--- src/rtl/fir_sample_feeder_if.sv ---
// Host/filter signal bundle for fir_sample_feeder. The feeder connects through
// the slave modport; whatever drives the host writes and modwait uses master.
interface fir_sample_feeder_if #(
  parameter int DEPTH     = 8,
  parameter int NUM_COEFF = 4
);
  localparam int SW = (NUM_COEFF > 1) ? $clog2(NUM_COEFF) : 1;
  localparam int CW = $clog2(DEPTH) + 1;

  logic          wr_en;
  logic [15:0]   wr_data;
  logic          coeff_wr_en;
  logic [SW-1:0] coeff_sel;
  logic [15:0]   coeff_data;
  logic          coeff_start;
  logic          modwait;
  logic          data_ready;
  logic [15:0]   sample_data;
  logic          load_coeff;
  logic [15:0]   fir_coefficient;
  logic          full;
  logic          empty;
  logic [CW-1:0] count;
  logic          coeff_busy;
  logic          overrun;
  logic          timeout;

  modport slave (
    input  wr_en, wr_data, coeff_wr_en, coeff_sel, coeff_data, coeff_start, modwait,
    output data_ready, sample_data, load_coeff, fir_coefficient,
           full, empty, count, coeff_busy, overrun, timeout
  );

  modport master (
    output wr_en, wr_data, coeff_wr_en, coeff_sel, coeff_data, coeff_start, modwait,
    input  data_ready, sample_data, load_coeff, fir_coefficient,
           full, empty, count, coeff_busy, overrun, timeout
  );
endinterface

--- src/rtl/fir_sample_feeder.sv ---
// Sample FIFO plus coefficient shadow bank, sequenced into the FIR filter on modwait.
// Define FEEDER_TIMEOUT_EN to add the issue-state watchdog (TIMEOUT_CYCLES).
module fir_sample_feeder #(
  parameter int DEPTH          = 8,
  parameter int NUM_COEFF      = 4,
  parameter int TIMEOUT_CYCLES = 64
) (
  input  logic                clk,
  input  logic                n_reset,
  fir_sample_feeder_if.slave  bus
);
  localparam int AW = $clog2(DEPTH);
  localparam int CW = AW + 1;
  localparam int SW = (NUM_COEFF > 1) ? $clog2(NUM_COEFF) : 1;

  localparam logic [2:0] IDLE    = 3'd0;
  localparam logic [2:0] S_ISSUE = 3'd1;
  localparam logic [2:0] S_WAIT  = 3'd2;
  localparam logic [2:0] C_ISSUE = 3'd3;
  localparam logic [2:0] C_WAIT  = 3'd4;

  localparam logic [CW-1:0] FULL_COUNT = CW'(DEPTH);
  localparam logic [SW-1:0] LAST_IDX   = SW'(NUM_COEFF - 1);

  logic [2:0]    state_q, state_d;
  logic [AW-1:0] wr_ptr_q, wr_ptr_d;
  logic [AW-1:0] rd_ptr_q, rd_ptr_d;
  logic [CW-1:0] count_q, count_d;
  logic [SW-1:0] idx_q, idx_d;
  logic          avail_q, avail_d;
  logic          pending_q, pending_d;
  logic          overrun_q;

  logic          full_w;
  logic          push;
  logic          pop;
  logic          load_head;
  logic          clr_pending;
  logic          bank_we;
  logic          expire;

  logic [15:0]   mem_q [DEPTH];
  logic [15:0]   head_q;
  logic [NUM_COEFF-1:0][15:0] bank_w;

  // ---------------------------------------------------------------- FIFO
  assign full_w = (count_q == FULL_COUNT);
  assign push   = bus.wr_en & ~full_w;

  assign wr_ptr_d = wr_ptr_q + AW'(push);
  assign rd_ptr_d = rd_ptr_q + AW'(pop);
  assign count_d  = count_q + CW'(push) - CW'(pop);

  // avail_q is a one-cycle-late view of "FIFO not empty"; it is forced low
  // after a pop so IDLE never trusts an occupancy that the pop just consumed.
  assign avail_d  = (count_q != '0) & ~pop;

  // Storage and head capture carry no reset so they map onto block RAM.
  always_ff @(posedge clk) begin
    if (push) begin
      mem_q[wr_ptr_q] <= bus.wr_data;
    end
    if (load_head) begin
      head_q <= mem_q[rd_ptr_q];
    end
  end

  // --------------------------------------------------------- shadow bank
  assign bank_we = bus.coeff_wr_en & ~pending_q;

  for (genvar gi = 0; gi < NUM_COEFF; gi++) begin : g_bank
    logic [15:0] val_q;

    always_ff @(posedge clk or negedge n_reset) begin
      if (!n_reset) begin
        val_q <= '0;
      end else if (bank_we && (bus.coeff_sel == SW'(gi))) begin
        val_q <= bus.coeff_data;
      end
    end

    assign bank_w[gi] = val_q;
  end

  // ------------------------------------------------------------ sequencer
  always_comb begin
    state_d     = state_q;
    idx_d       = idx_q;
    pop         = 1'b0;
    load_head   = 1'b0;
    clr_pending = 1'b0;

    case (state_q)
      IDLE: begin
        if (pending_q) begin
          state_d = C_ISSUE;
          idx_d   = '0;
        end else if (avail_q) begin
          state_d   = S_ISSUE;
          load_head = 1'b1;
        end
      end
      S_ISSUE: begin
        if (bus.modwait) begin
          pop     = 1'b1;
          state_d = S_WAIT;
        end
      end
      S_WAIT: begin
        if (!bus.modwait) begin
          state_d = IDLE;
        end
      end
      C_ISSUE: begin
        if (bus.modwait) begin
          state_d = C_WAIT;
        end
      end
      C_WAIT: begin
        if (!bus.modwait) begin
          idx_d = idx_q + SW'(1);
          if (idx_q == LAST_IDX) begin
            clr_pending = 1'b1;
            state_d     = IDLE;
          end else begin
            state_d = C_ISSUE;
          end
        end
      end
      default: begin
        state_d = IDLE;
      end
    endcase

    // A watchdog expiry abandons the offer: samples are dropped, sequences aborted.
    if (expire) begin
      state_d     = IDLE;
      load_head   = 1'b0;
      pop         = (state_q == S_ISSUE);
      clr_pending = (state_q == C_ISSUE);
    end
  end

  assign pending_d = clr_pending ? 1'b0 : (pending_q | bus.coeff_start);

  always_ff @(posedge clk or negedge n_reset) begin
    if (!n_reset) begin
      state_q   <= IDLE;
      wr_ptr_q  <= '0;
      rd_ptr_q  <= '0;
      count_q   <= '0;
      idx_q     <= '0;
      avail_q   <= 1'b0;
      pending_q <= 1'b0;
      overrun_q <= 1'b0;
    end else begin
      state_q   <= state_d;
      wr_ptr_q  <= wr_ptr_d;
      rd_ptr_q  <= rd_ptr_d;
      count_q   <= count_d;
      idx_q     <= idx_d;
      avail_q   <= avail_d;
      pending_q <= pending_d;
      overrun_q <= bus.wr_en & full_w;
    end
  end

  // ------------------------------------------------------------- watchdog
`ifdef FEEDER_TIMEOUT_EN
  localparam int WW = $clog2(TIMEOUT_CYCLES + 1);

  logic [WW-1:0] wd_q, wd_d;
  logic          timeout_q;
  logic          in_issue;

  assign in_issue = (state_q == S_ISSUE) || (state_q == C_ISSUE);
  assign expire   = in_issue && !bus.modwait && (wd_q == WW'(TIMEOUT_CYCLES - 1));

  // The count restarts from zero on every state entry.
  always_comb begin
    wd_d = '0;
    if (in_issue && (state_d == state_q)) begin
      wd_d = wd_q + WW'(1);
    end
  end

  always_ff @(posedge clk or negedge n_reset) begin
    if (!n_reset) begin
      wd_q      <= '0;
      timeout_q <= 1'b0;
    end else begin
      wd_q      <= wd_d;
      timeout_q <= expire;
    end
  end

  assign bus.timeout = timeout_q;
`else
  logic unused_timeout_cfg;

  assign unused_timeout_cfg = ^TIMEOUT_CYCLES;
  assign expire             = 1'b0;
  assign bus.timeout        = 1'b0;
`endif

  // -------------------------------------------------------------- outputs
  assign bus.data_ready      = (state_q == S_ISSUE);
  assign bus.load_coeff      = (state_q == C_ISSUE);
  assign bus.sample_data     = (state_q == S_ISSUE) ? head_q : 16'h0000;
  assign bus.fir_coefficient = (state_q == C_ISSUE) ? bank_w[idx_q] : 16'h0000;
  assign bus.full            = full_w;
  assign bus.empty           = (count_q == '0);
  assign bus.count           = count_q;
  assign bus.coeff_busy      = pending_q;
  assign bus.overrun         = overrun_q;

endmodule

--- src/flat_wrapper.sv ---
// flat-port wrapper written by rule: the top's interface ports become plain ports
module fir_sample_feeder_flat 
#(
  parameter int DEPTH          = 8,
  parameter int NUM_COEFF      = 4,
  parameter int TIMEOUT_CYCLES = 64
)
  (clk, n_reset, bus_wr_en, bus_wr_data, bus_coeff_wr_en, bus_coeff_sel, bus_coeff_data, bus_coeff_start, bus_modwait, bus_data_ready, bus_sample_data, bus_load_coeff, bus_fir_coefficient, bus_full, bus_empty, bus_count, bus_coeff_busy, bus_overrun, bus_timeout);
  fir_sample_feeder_if #(.DEPTH(DEPTH), .NUM_COEFF(NUM_COEFF)) bus_i ();
  input  logic clk;
  input  logic n_reset;
  input wire logic [$bits(bus_i.wr_en)-1:0] bus_wr_en;
  input wire logic [$bits(bus_i.wr_data)-1:0] bus_wr_data;
  input wire logic [$bits(bus_i.coeff_wr_en)-1:0] bus_coeff_wr_en;
  input wire logic [$bits(bus_i.coeff_sel)-1:0] bus_coeff_sel;
  input wire logic [$bits(bus_i.coeff_data)-1:0] bus_coeff_data;
  input wire logic [$bits(bus_i.coeff_start)-1:0] bus_coeff_start;
  input wire logic [$bits(bus_i.modwait)-1:0] bus_modwait;
  output wire logic [$bits(bus_i.data_ready)-1:0] bus_data_ready;
  output wire logic [$bits(bus_i.sample_data)-1:0] bus_sample_data;
  output wire logic [$bits(bus_i.load_coeff)-1:0] bus_load_coeff;
  output wire logic [$bits(bus_i.fir_coefficient)-1:0] bus_fir_coefficient;
  output wire logic [$bits(bus_i.full)-1:0] bus_full;
  output wire logic [$bits(bus_i.empty)-1:0] bus_empty;
  output wire logic [$bits(bus_i.count)-1:0] bus_count;
  output wire logic [$bits(bus_i.coeff_busy)-1:0] bus_coeff_busy;
  output wire logic [$bits(bus_i.overrun)-1:0] bus_overrun;
  output wire logic [$bits(bus_i.timeout)-1:0] bus_timeout;
  assign bus_i.wr_en = bus_wr_en;
  assign bus_i.wr_data = bus_wr_data;
  assign bus_i.coeff_wr_en = bus_coeff_wr_en;
  assign bus_i.coeff_sel = bus_coeff_sel;
  assign bus_i.coeff_data = bus_coeff_data;
  assign bus_i.coeff_start = bus_coeff_start;
  assign bus_i.modwait = bus_modwait;
  assign bus_data_ready = bus_i.data_ready;
  assign bus_sample_data = bus_i.sample_data;
  assign bus_load_coeff = bus_i.load_coeff;
  assign bus_fir_coefficient = bus_i.fir_coefficient;
  assign bus_full = bus_i.full;
  assign bus_empty = bus_i.empty;
  assign bus_count = bus_i.count;
  assign bus_coeff_busy = bus_i.coeff_busy;
  assign bus_overrun = bus_i.overrun;
  assign bus_timeout = bus_i.timeout;
  fir_sample_feeder #(.DEPTH(DEPTH), .NUM_COEFF(NUM_COEFF), .TIMEOUT_CYCLES(TIMEOUT_CYCLES)) u_core (.clk(clk), .n_reset(n_reset), .bus(bus_i));
endmodule
--- config.mk ---
export PLATFORM = sky130hd
export DESIGN_NAME = fir_sample_feeder_flat
export DESIGN_NICKNAME = d
export VERILOG_FILES = /design/src/rtl/fir_sample_feeder_if.sv /design/src/rtl/fir_sample_feeder.sv /design/src/flat_wrapper.sv
export SDC_FILE = /design/constraint.sdc
export NUM_CORES = 1
export LEC_CHECK = 0
export BUFFER_PORTS_ARGS = -buffer_cell sky130_fd_sc_hd__buf_2
export CAP_MARGIN = 40
export CORE_ASPECT_RATIO = 1.2
export CORE_MARGIN = 3
export CORE_UTILIZATION = 59
export DETAILED_ROUTE_END_ITERATION = 8
export PLACE_DENSITY = 0.79
export SETUP_SLACK_MARGIN = 0.5
export SLEW_MARGIN = 15
export SYNTH_ARGS = -nofsm -noshare
export SYNTH_HDL_FRONTEND = slang
export SYNTH_SLANG_ARGS = --single-unit
--- constraint.sdc ---
create_clock -name clk -period 2.7 [get_ports clk]
set_input_delay 0.54 -clock clk [delete_from_list [all_inputs] [get_ports clk]]
set_output_delay 0.54 -clock clk [all_outputs]
set_load 0.03 [all_outputs]
==> implementation parameters, run 1 <==
Parameter                              Value

Logic synthesis
  Number of flops mapped to enable cells by yosys    about 140
  Post-synthesis register bit count    226
  Avg Inst Size Synth    19.1 µm²
  Post-Synthesis Cell Area    about 0.0094 mm²
  Number of distinct library cells after synthesis    40
  Register area share after synthesis    0.676
  Share of the synthesized area in the top cell type    0.458
  Ys async rst share    0.363
  Instance count of the mapped netlist    around 490
  Biggest area contributors in the synthesized netlist    sky130_fd_sc_hd__edfxtp_1 (46%), sky130_fd_sc_hd__dfrtp_1 (22%), sky130_fd_sc_hd__mux2_2 (9.7%), sky130_fd_sc_hd__mux4_1 (7.8%), sky130_fd_sc_hd__mux4_2 (4.8%)
  Leading cell types by count after synthesis    sky130_fd_sc_hd__edfxtp_1 (144), sky130_fd_sc_hd__dfrtp_1 (82), sky130_fd_sc_hd__mux2_2 (81)
  Number of nets in the synthesized netlist    544
  Count of synthesis-stage warnings from yosys    0
  Library cell occupying the most area in the post-synthesis netlist    sky130_fd_sc_hd__edfxtp_1
  Most frequently used cell type in the post-synthesis netlist    sky130_fd_sc_hd__edfxtp_1
  Most instantiated flip-flop cell in the synthesis netlist    sky130_fd_sc_hd__edfxtp_1

Timing
  Post-layout min period    2.45 ns
  Final worst hold slack    0.0258 ns
  Final Slew Violations    0
  Slew of the pin with the lowest slew margin    0.686 ns
  Final cycle utilization of the critical path    0.907
  Max Fclk    408 MHz
  Total negative slack for setup checks    0 ns
  Worst clock skew on the final layout    0.0157 ns
  Normalized max-slew margin    0.541
  RSZ-0062 raised after global routing    yes
  Final setup vio count    0
  Hold Violations, Final    0

Finish
  Syn-to-layout area delta    21.1%
  Proportion of layout cells with a drive suffix above 1    0.482
  Area of all placed cells without fillers    0.0114 mm²
  Total number of nets in the final design    670
  Ant. Diodes    0
  Final cell count without fillers    843
  End-of-flow core utilization    0.731

Floorplan
  Core area    0.0156 mm²
  Initial core utilization    0.603
  Horizontal extent of the die    approximately 120 µm
  Die area    around 0.018 mm²
  I/O pins    83
  Die H    145 µm
  Site row count    50

Detailed routing
  Antenna-violating nets left    0
  Detailed-router iteration count before antenna repair    4
  Initial DRC Count    282
  Wire per inst    between 20 and 25 µm
  Total wire length after detailed routing    19.2 mm
  Number of vias per cell after detailed routing    5.83
  Number of DRC violations after detailed routing    0
  Via count    4916

Clock tree
  H-tree depth reported by CTS    1
  Clock latency on the worst-skew pair    0.51 ns
  Number of sinks handled by clock tree synthesis    226
  Cell at the root of the clock tree    sky130_fd_sc_hd__clkbuf_16
  Buffer depth of the longest clock path    3
  Clock tree from TritonCTS    built
  Clock slew at reported path FFs    approximately 0.06 ns
  CTS Hold Bufs    0
  Clock buffers created by TritonCTS    23

Critical path
  CP arrival    about 1.9 ns
  Kind of end point of the critical path    output port
  Required time at the endpoint of the critical path    around 2.2 ns
  Peak fanout along the critical path    8
  Critical path startpoint category    register
  Crit Path Class    register to output port

Place
  Post-detail-place hpwl    approximately 11 mm
  Count of input and output buffers    81
  Routability congestion estimate from global placement    just over 0.7
  Number of placed instances with taps included    776
  Post-placement cell area    0.0101 mm²

Job
  Reported max-cap violation count    0

Power and ir drop
  Leakage power figure    4.57 nW
  IR drop worst, VDD    around 0.72 mV
  Power density over the cells    963 mW/mm²

Global routing
  Overall routing resource usage    0.218
  Overflow left after global routing    0
  Maximum number of pins on one net before global-route repair    46
  Antenna violations before repair    0
  Via count of the first global-routing pass    5226
  Wire length of the first global-routing pass    ~29 mm

Run status
  Run status    complete, no violations

Worst hold path
  Worst min-delay path class    input port to async pin
worst paths after layout:
path                                                 start                          to  slack, ns  cells after the start
min in group clk                           bus_coeff_start       u_core.bus.coeff_busy       0.27                      2
worst min register to register  u_core.g_bank[2].val_q[10]  u_core.g_bank[2].val_q[10]       0.50                      1
worst min-delay path                               n_reset   u_core.g_bank[3].val_q[4]       0.03                      1
worst max-delay path                       u_core.idx_q[0]      bus_fir_coefficient[0]       0.25                      4
worst max register to register           u_core.state_q[1]         u_core.bus.count[1]       0.57                      9
max in group asynchronous                          n_reset   u_core.g_bank[2].val_q[0]       1.98                      2
registers in the layout, summed over array words and instances (netlist names):
register / cells
u_core.idx_q: 2
u_core.head_q: 16
u_core.bus.count: 4
u_core.state_q: 3
u_core.mem_q: 128
u_core.bus.overrun: 1
u_core.rd_ptr_q: 3
u_core.wr_ptr_q: 3
u_core.bus.coeff_busy: 1
u_core.g_bank.val_q: 64
u_core.avail_q: 1
cell families (layout without fill, tap and decap cells):
family,after synthesis,after routing,share of synthesized area
xor+xnor,6,6,0.00557
other cells,1,1,0.000398
fa+ha+maj,11,11,0.0154
compound gates,12,12,0.00902
flops,226,226,0.676
buf+inv,36,178,0.0219
simple gates,71,71,0.0482
mux,130,130,0.224
repair_timing:
action	in CTS	in global routing
resized for setup	49	77
gates cloned	4	1
pin swaps	2	18
endpoints found under the setup margin	35	39
setup buffers	11	10
critical path, stage by stage, from the launching register on:
cell and delay (ns):
sky130_fd_sc_hd__dfrtp_2 0.42, sky130_fd_sc_hd__clkbuf_16 0.19, sky130_fd_sc_hd__mux4_2 0.49, sky130_fd_sc_hd__nor2b_1 0.14, sky130_fd_sc_hd__buf_4 0.16
power by group:
group | leakage, nW | total [mW] | switching (mW) | internal [mW]
registers | 2.37 | 4.48 | 0.228 | 4.25
clock network | 0.349 | 3.02 | 1.26 | 1.76
logic | 1.85 | 3.50 | 1.72 | 1.78
layout by cell type, fill, tap and decap left out, drive strengths merged, types with 2 or more instances in the layout:
cell type and count:
a21oi 2, a22o 3, and2 19, and3 3, and4bb 2, buf 124
bufinv 2, clkbuf 29, clkinv 11, clkinvlp 2, dfrtp 82, edfxtp 144
ha 10, inv 10, mux2 81, mux4 48, nand2 4, nand2b 3
nand3b 2, nor2 10, nor2b 18, nor3 3, o21ai 2, xor2 5
area by class of cell:
cell class / instances / area, µm²
fillers: 949 / 4210
well taps: 208 / 260
flip-flops and latches: 226 / 6380
multi-input cells: 231 / 2980
inverters: 10 / 42.5
repair buffers: 127 / 1050
clock buffers: 26 / 587
clock inverters: 15 / 129
metrics by stage:
step                worst slack (ns)  power, mW
detailed placement             0.540       7.32
global route                   0.175       11.5
finish                         0.250       11.0
CTS                            0.202       10.7
global placement               0.628       7.17
floorplan                      0.403       6.53
layer usage:
layer	vias to the layer above	GRT usage	wire length [µm]
met1	2579	0.260	7330
met5	-	0	0
li1	2169	-	-
met4	0	0.0661	490
met2	125	0.402	10500
met3	43	0.0415	968
Note: power is estimated with default switching activity, not from simulation.
==> inputs of run 2 (changes only) <==
--- a/config.mk
+++ b/config.mk
@@ -9,9 +9,10 @@
 export CAP_MARGIN = 40
 export CORE_ASPECT_RATIO = 1.2
 export CORE_MARGIN = 3
-export CORE_UTILIZATION = 59
+export CORE_UTILIZATION = 62
+export CTS_BUF_LIST = sky130_fd_sc_hd__clkbuf_8
 export DETAILED_ROUTE_END_ITERATION = 8
-export PLACE_DENSITY = 0.79
+export PLACE_DENSITY = 0.83
 export SETUP_SLACK_MARGIN = 0.5
 export SLEW_MARGIN = 15
 export SYNTH_ARGS = -nofsm -noshare
==> implementation parameters, run 2 (synthesized netlist as in run 1, its figures left out) <==
Parameter                              Value

Clock tree
  Buffer depth of the longest clock path    3 (unchanged)
  Clock buffers created by TritonCTS    36 (+57%)
  Clock tree from TritonCTS    built
  Number of sinks handled by clock tree synthesis    226 (unchanged)
  H-tree depth reported by CTS    2 (+1)
  Clock slew at reported path FFs    0.07 ns (about the same)
  Cell at the root of the clock tree    sky130_fd_sc_hd__clkbuf_8
  Clock latency on the worst-skew pair    0.50 ns (about the same)

Timing
  Hold Violations, Final    0 (unchanged)
  Final setup vio count    0 (unchanged)
  Worst clock skew on the final layout    0.0126 ns (-0.00307 ns)
  Post-layout min period    2.46 ns (+0.0109 ns)
  Normalized max-slew margin    0.548 (+0.00639)
  Final Slew Violations    0 (unchanged)
  Total negative slack for setup checks    0 ns (unchanged)
  RSZ-0062 raised after global routing    yes
  Max Fclk    406 MHz (-0.44%)
  Final cycle utilization of the critical path    0.911 (+0.00402)
  Slew of the pin with the lowest slew margin    0.676 ns (-0.00956 ns)

Finish
  Total number of nets in the final design    678 (+1.2%)
  Ant. Diodes    0 (unchanged)
  Syn-to-layout area delta    19.4%
  Final cell count without fillers    853 (+1.2%)
  Area of all placed cells without fillers    0.0113 mm² (-1.5%)
  Max reg flops    128 (unchanged)
  Largest registers in the final layout    u_core.mem_q: 128 flops, u_core.g_bank.val_q: 64 flops, u_core.head_q: 16 flops
  Most common cell after layout, fill and taps aside    sky130_fd_sc_hd__edfxtp_1
  Leading cell types in the layout, fill and taps excluded    sky130_fd_sc_hd__edfxtp_1 (144), sky130_fd_sc_hd__mux2_2 (81), sky130_fd_sc_hd__dfrtp_1 (79)
  Reg with most FFs    u_core.mem_q
  Proportion of layout cells with a drive suffix above 1    0.478 (-0.00409)

Floorplan
  Initial core utilization    0.644 (+0.0406)
  Die H    141 µm (-2.3%)
  Site row count    48 (-4.0%)
  Horizontal extent of the die    119 µm (-2.3%)
  Die area    0.0167 mm² (-4.6%)
  Core area    0.0147 mm² (-6.3%)
  I/O pins    83 (unchanged)

Power and ir drop
  Sw frac    0.296 (+0.00385)
  Power density over the cells    947 mW/mm² (-1.7%)
  Overall power consumption    10.7 mW (-3.1%)
  IR drop worst, VDD    0.661 mV (-8.7%)
  Portion of total power attributed to the clock network    0.270 (-0.004)
  Seq pwr share    0.417 (+0.010)
  Internal cell power    7.51 mW (-3.6%)
  Combinational share of power    0.313 (-0.005)
  P_sw    3.15 mW (-1.8%)
  Leakage power figure    4.57 nW (about the same)

Critical path
  End of the worst register-to-register path    u_core.bus.count[1]
  Cells along the critical path    buf_4, mux4_2, nor2b_1, buf_2
  Worst reg2reg path depth    10 (+1)
  CP arrival    1.92 ns (about the same)
  Critical path startpoint category    register
  Internal reg-to-reg setup slack    0.51 ns (-0.06 ns)
  Longest individual stage delay on the worst path    0.51 ns (+0.02 ns)
  Launch point of the worst reg-to-reg path    u_core.state_q[2]
  Destination of the critical timing path    bus_fir_coefficient[2]
  Crit Path Class    register to output port
  Peak fanout along the critical path    8 (unchanged)
  Kind of end point of the critical path    output port
  Slowest cell on crit path    sky130_fd_sc_hd__mux4_2
  Worst setup startpoint    u_core.idx_q[0]
  Required time at the endpoint of the critical path    2.16 ns (about the same)

Detailed routing
  Number of vias per cell after detailed routing    5.82 (-0.27%)
  Wire per inst    21.5 µm (-5.9%)
  Initial DRC Count    369 (+31%)
  Number of DRC violations after detailed routing    0 (unchanged)
  Via count    4961 (+0.92%)
  Antenna-violating nets left    0 (unchanged)
  Detailed-router iteration count before antenna repair    4 (unchanged)
  Total wire length after detailed routing    18.3 mm (-4.8%)

Job
  Reported max-cap violation count    0 (unchanged)

Global routing
  Maximum number of pins on one net before global-route repair    66 (+43%)
  Antenna violations before repair    1 (+1)
  Wire length of the first global-routing pass    29.1 mm (+1.9%)
  Overall routing resource usage    0.227 (+0.00904)
  Via count of the first global-routing pass    5492 (+5.1%)
  Overflow left after global routing    0 (unchanged)

Place
  Count of input and output buffers    81 (unchanged)
  Post-placement cell area    0.0101 mm² (about the same)
  Routability congestion estimate from global placement    0.739 (+3.2%)
  Number of placed instances with taps included    768 (-1.0%)
  Post-detail-place hpwl    10.4 mm (-2.0%)

Run status
  Run status    complete, no violations

Worst hold path
  Worst min-delay path class    input port to register
-- run 2: changes by cell type in the layout (fill, tap and decap cells not counted), moves of 3 or more --
cell,before,now
sky130_fd_sc_hd__nor2b_4,4,0
sky130_fd_sc_hd__clkbuf_8,0,42
sky130_fd_sc_hd__buf_2,44,61
sky130_fd_sc_hd__clkbuf_16,25,0
sky130_fd_sc_hd__buf_6,32,29
sky130_fd_sc_hd__clkbuf_1,3,0
sky130_fd_sc_hd__nor2b_1,11,18
sky130_fd_sc_hd__buf_4,44,29
sky130_fd_sc_hd__nor2b_2,3,0
sky130_fd_sc_hd__inv_1,7,12
-- run 2: what timing repair did --
| item | 4_1_cts | 5_1_grt |
|---|---|---|
| setup buffers | 13 | 3 |
| hold endpoints to repair | 17 | 0 |
| setup endpoints to repair | 35 | 38 |
| pin swaps | 17 | 7 |
| gates cloned | 4 | 0 |
| hold buffers | 1 | 0 |
| resized for setup | 74 | 16 |
-- run 2: worst min path at each step --
stage                                    start                    endpoint  slack [ns]  cells past startpoint
floorplan                              n_reset              u_core.avail_q        0.24                      0
global placement    u_core.g_bank[3].val_q[11]  u_core.g_bank[3].val_q[11]        0.48                      1
detailed placement                     n_reset   u_core.g_bank[3].val_q[1]        0.43                      1
CTS                            bus_coeff_start       u_core.bus.coeff_busy        0.26                      2
global route                   bus_coeff_start       u_core.bus.coeff_busy        0.27                      2
finish                         bus_coeff_start       u_core.bus.coeff_busy        0.28                      2
-- run 2: area by class of cell --
| type | count | area (µm²) |
|---|---|---|
| Clock buffer | 42 | 578 |
| Clock inverter | 22 | 150 |
| Fill cell | 827 | 3390 |
| Inverter | 10 | 40.0 |
| Multi-Input combinational cell | 231 | 2950 |
| Sequential cell | 226 | 6380 |
| Tap cell | 200 | 250 |
| Timing Repair Buffer | 122 | 907 |
-- run 2: critical path, delay by kind of cell (launching register included) --
| kind | cells | cell delay, ns |
|---|---|---|
| simple gates | 1 | 0.14 |
| buf+inv | 2 | 0.37 |
| flops | 1 | 0.39 |
| mux | 1 | 0.51 |
-- run 2: power groups by stage --
| stage | logic [mW] | registers (mW) | clock network, mW |
|---|---|---|---|
| floorplan | 2.01 | 4.52 | 0 |
| global placement | 2.64 | 4.48 | 0 |
| detailed placement | 2.76 | 4.52 | 0 |
| CTS | 3.21 | 4.44 | 2.93 |
| global route | 3.57 | 4.50 | 3.10 |
| finish | 3.33 | 4.45 | 2.88 |
-- run 2: metal layers --
layer  track usage  up-vias  wire length, µm  part of all wire
li1              -     2200                -                 -
met1         0.265     2595             7000              0.38
met2         0.420      138            10200              0.56
met3        0.0494       26              828             0.045
met4        0.0677        2              276             0.015
met5             0        -               13           0.00071
-- run 2: through the flow --
stage          setup WS, ns  utilization  hold WS (ns)
6_report              0.239        0.768         0.281
5_1_grt               0.162        0.768         0.270
4_1_cts               0.223        0.762         0.263
3_5_place_dp          0.576        0.689         0.433
3_3_place_gp          0.636        0.687         0.482
2_1_floorplan         0.403            -         0.244
==> inputs of run 3 (changes only) <==
--- a/config.mk
+++ b/config.mk
@@ -9,10 +9,9 @@
 export CAP_MARGIN = 40
 export CORE_ASPECT_RATIO = 1.2
 export CORE_MARGIN = 3
-export CORE_UTILIZATION = 62
+export CORE_UTILIZATION = 23
 export CTS_BUF_LIST = sky130_fd_sc_hd__clkbuf_8
 export DETAILED_ROUTE_END_ITERATION = 8
-export PLACE_DENSITY = 0.83
 export SETUP_SLACK_MARGIN = 0.5
 export SLEW_MARGIN = 15
 export SYNTH_ARGS = -nofsm -noshare
==> implementation parameters, run 3 (synthesized netlist as in run 1, its figures left out) <==
Parameter                              Value

Run status
  Run status    complete, no violations

Detailed routing
  Met1 layer wirelength in the final routing    8.74 mm (+25%)
  Routed wl met3    1.48 mm (+79%)
  Antenna-violating nets left    0 (unchanged)
  Initial DRC Count    188 (-49%)
  Via count    4870 (-1.8%)
  Number of vias per cell after detailed routing    4.10 (-30%)
  Routed wire length on met2    9.66 mm (-5.4%)
  Top metal layer carrying routed signals    met5
  Wire per inst    17.1 µm (-20%)
  Detailed-router iteration count before antenna repair    4 (unchanged)
  Number of DRC violations after detailed routing    0 (unchanged)
  Total wire length after detailed routing    20.3 mm (+11%)

Timing
  Total negative slack for setup checks    0 ns (unchanged)
  Final worst hold slack    0.258 ns (-0.0225 ns)
  Post-layout min period    2.45 ns (-0.0138 ns)
  Final setup vio count    0 (unchanged)
  Slew of the pin with the lowest slew margin    0.548 ns (-0.128 ns)
  RSZ-0062 raised after global routing    yes
  Final Slew Violations    0 (unchanged)
  Max Fclk    409 MHz (+0.56%)
  Normalized max-slew margin    0.634 (+0.0868)
  Worst clock skew on the final layout    0.0221 ns (+0.00950 ns)
  Hold Violations, Final    0 (unchanged)
  Final cycle utilization of the critical path    0.906 (-0.00510)

Critical path
  Slowest cell on crit path    sky130_fd_sc_hd__mux4_2
  Cells along the critical path    buf_12, mux4_2, nor2b_1, buf_2
  Worst reg2reg path depth    9 (-1)
  Peak fanout along the critical path    13 (+5)
  Required time at the endpoint of the critical path    2.16 ns (about the same)
  Launch point of the worst reg-to-reg path    u_core.state_q[2]
  Crit Path Class    register to output port
  Critical path depth    4 (unchanged)
  Family with the most delay on the worst path    multiplexers
  Worst setup startpoint    u_core.idx_q[0]
  Kind of end point of the critical path    output port
  Internal reg-to-reg setup slack    0.58 ns (+0.07 ns)
  CP arrival    1.91 ns (about the same)
  Critical path startpoint category    register
  Worst path buffer plus inverter count    2 (unchanged)
  Longest individual stage delay on the worst path    0.50 ns (about the same)

Finish
  Reg with most FFs    u_core.mem_q
  Total number of nets in the final design    680 (+0.29%)
  End-of-flow core utilization    0.293 (-0.475)
  Syn-to-layout area delta    24.9%
  Largest registers in the final layout    u_core.mem_q: 128 flops, u_core.g_bank.val_q: 64 flops, u_core.head_q: 16 flops
  Max reg flops    128 (unchanged)
  Most common cell after layout, fill and taps aside    sky130_fd_sc_hd__edfxtp_1
  Proportion of layout cells with a drive suffix above 1    0.469 (-0.00838)
  Leading cell types in the layout, fill and taps excluded    sky130_fd_sc_hd__edfxtp_1 (144), sky130_fd_sc_hd__mux2_2 (81), sky130_fd_sc_hd__dfrtp_1 (77)

Power and ir drop
  Sw frac    0.293 (-0.00321)
  IR drop worst, VDD    0.490 mV (-26%)
  Portion of total power attributed to the clock network    0.289 (+0.019)
  Combinational share of power    0.304 (-0.009)
  Power density over the cells    933 mW/mm² (-1.4%)
  Internal cell power    7.78 mW (+3.6%)
  P_sw    3.22 mW (+2.0%)
  Seq pwr share    0.406 (-0.011)
  Leakage power figure    4.64 nW (+1.6%)

Floorplan
  Die H    228 µm (+61%)
  I/O pins    83 (unchanged)
  Initial core utilization    0.235 (-0.409)
  Die area    0.0435 mm² (+160%)
  Site row count    80 (+67%)
  Core area    0.0401 mm² (+170%)
  Horizontal extent of the die    191 µm (+61%)

Worst hold path
  Number of cells on the worst hold path    2 (unchanged)
  Worst min-delay path class    input port to register
  Hold Path Origin    bus_coeff_start

Place
  Routability congestion estimate from global placement    0.685 (-7.3%)
  Count of input and output buffers    81 (unchanged)
  Post-detail-place hpwl    11.7 mm (+12%)

Global routing
  Wire length of the first global-routing pass    31.5 mm (+7.9%)
  Via count of the first global-routing pass    5208 (-5.2%)
  Maximum number of pins on one net before global-route repair    60 (-9.1%)
  Overall routing resource usage    0.0938 (-0.133)
  Antenna violations before repair    3 (+2)
  Overflow left after global routing    0 (unchanged)

Clock tree
  Number of sinks handled by clock tree synthesis    226 (unchanged)
  Clock slew at reported path FFs    0.06 ns (about the same)
  H-tree depth reported by CTS    2 (unchanged)
  Buffer depth of the longest clock path    3 (unchanged)
  Clock latency on the worst-skew pair    0.54 ns (+0.04 ns)
  Cell at the root of the clock tree    sky130_fd_sc_hd__clkbuf_8
  Clock buffers created by TritonCTS    38 (+5.6%)
  Clock tree from TritonCTS    built

Job
  Reported max-cap violation count    0 (unchanged)
==> run 3: cell count changes in the layout (fill, tap and decap cells not counted), sizes merged <==
cell      change
diode         +2
clkinv        -9
clkinvlp      -2
buf           -1
clkbuf        -1
inv          +11
bufinv        +3
==> run 3: path summary, 6_finish.rpt <==
check                                              to
min                             u_core.bus.coeff_busy
min reg2reg                 u_core.g_bank[3].val_q[8]
max reg2reg                       u_core.bus.count[1]
max in group asynchronous  u_core.g_bank[3].val_q[11]
max                            bus_fir_coefficient[9]
min in group asynchronous         u_core.bus.count[3]
==> run 3: metrics by stage <==
stage	setup WS, ns	instance area (µm²)	cells	total power [mW]
2_1_floorplan	0.403	9440	493	6.53
3_3_place_gp	0.491	10500	1101	7.34
3_5_place_dp	0.497	10500	1101	7.40
4_1_cts	0.161	11700	1183	11.1
5_1_grt	0.136	11800	1187	11.6
6_report	0.253	11800	1189	11.0
==> run 3: worst reg2reg max path, cell delays in order (launching register included) <==
cell and delay [ns]:
sky130_fd_sc_hd__dfrtp_2 0.44, sky130_fd_sc_hd__nor3b_4 0.20, sky130_fd_sc_hd__buf_6 0.20, sky130_fd_sc_hd__and2_4 0.17
sky130_fd_sc_hd__ha_1 0.23, sky130_fd_sc_hd__inv_2 0.07, sky130_fd_sc_hd__ha_4 0.13, sky130_fd_sc_hd__inv_1 0.04
sky130_fd_sc_hd__fa_2 0.50, sky130_fd_sc_hd__inv_1 0.03
==> run 3: power by group through the flow <==
stage | registers (mW) | clock network, mW | logic [mW]
2_1_floorplan | 4.52 | 0 | 2.01
3_3_place_gp | 4.53 | 0 | 2.82
3_5_place_dp | 4.55 | 0 | 2.85
4_1_cts | 4.47 | 3.31 | 3.35
5_1_grt | 4.51 | 3.46 | 3.66
6_report | 4.46 | 3.18 | 3.35
==> run 3: layout make-up <==
type,instances,area (µm²)
fillers,3974,28400
flip-flops and latches,226,6380
multi-input cells,231,2940
repair buffers,122,960
well taps,533,667
clock buffers,40,551
clock inverters,25,238
inverters,10,37.5
diodes,2,5.00
==> run 3: what timing repair did <==
action                                  CTS  global route
hold buffers                              1             0
endpoints found under the setup margin   35            39
setup buffers                            13             4
gates cloned                              3             0
endpoints found under the hold margin    23             0
pin swaps                                16             2
resized for setup                        76            12
==> run 3: layer usage <==
metal	global-route usage	vias to the layer above
met3	0.0263	45
met1	0.124	2474
met5	0	-
li1	-	2204
met4	0.0255	4
met2	0.152	143
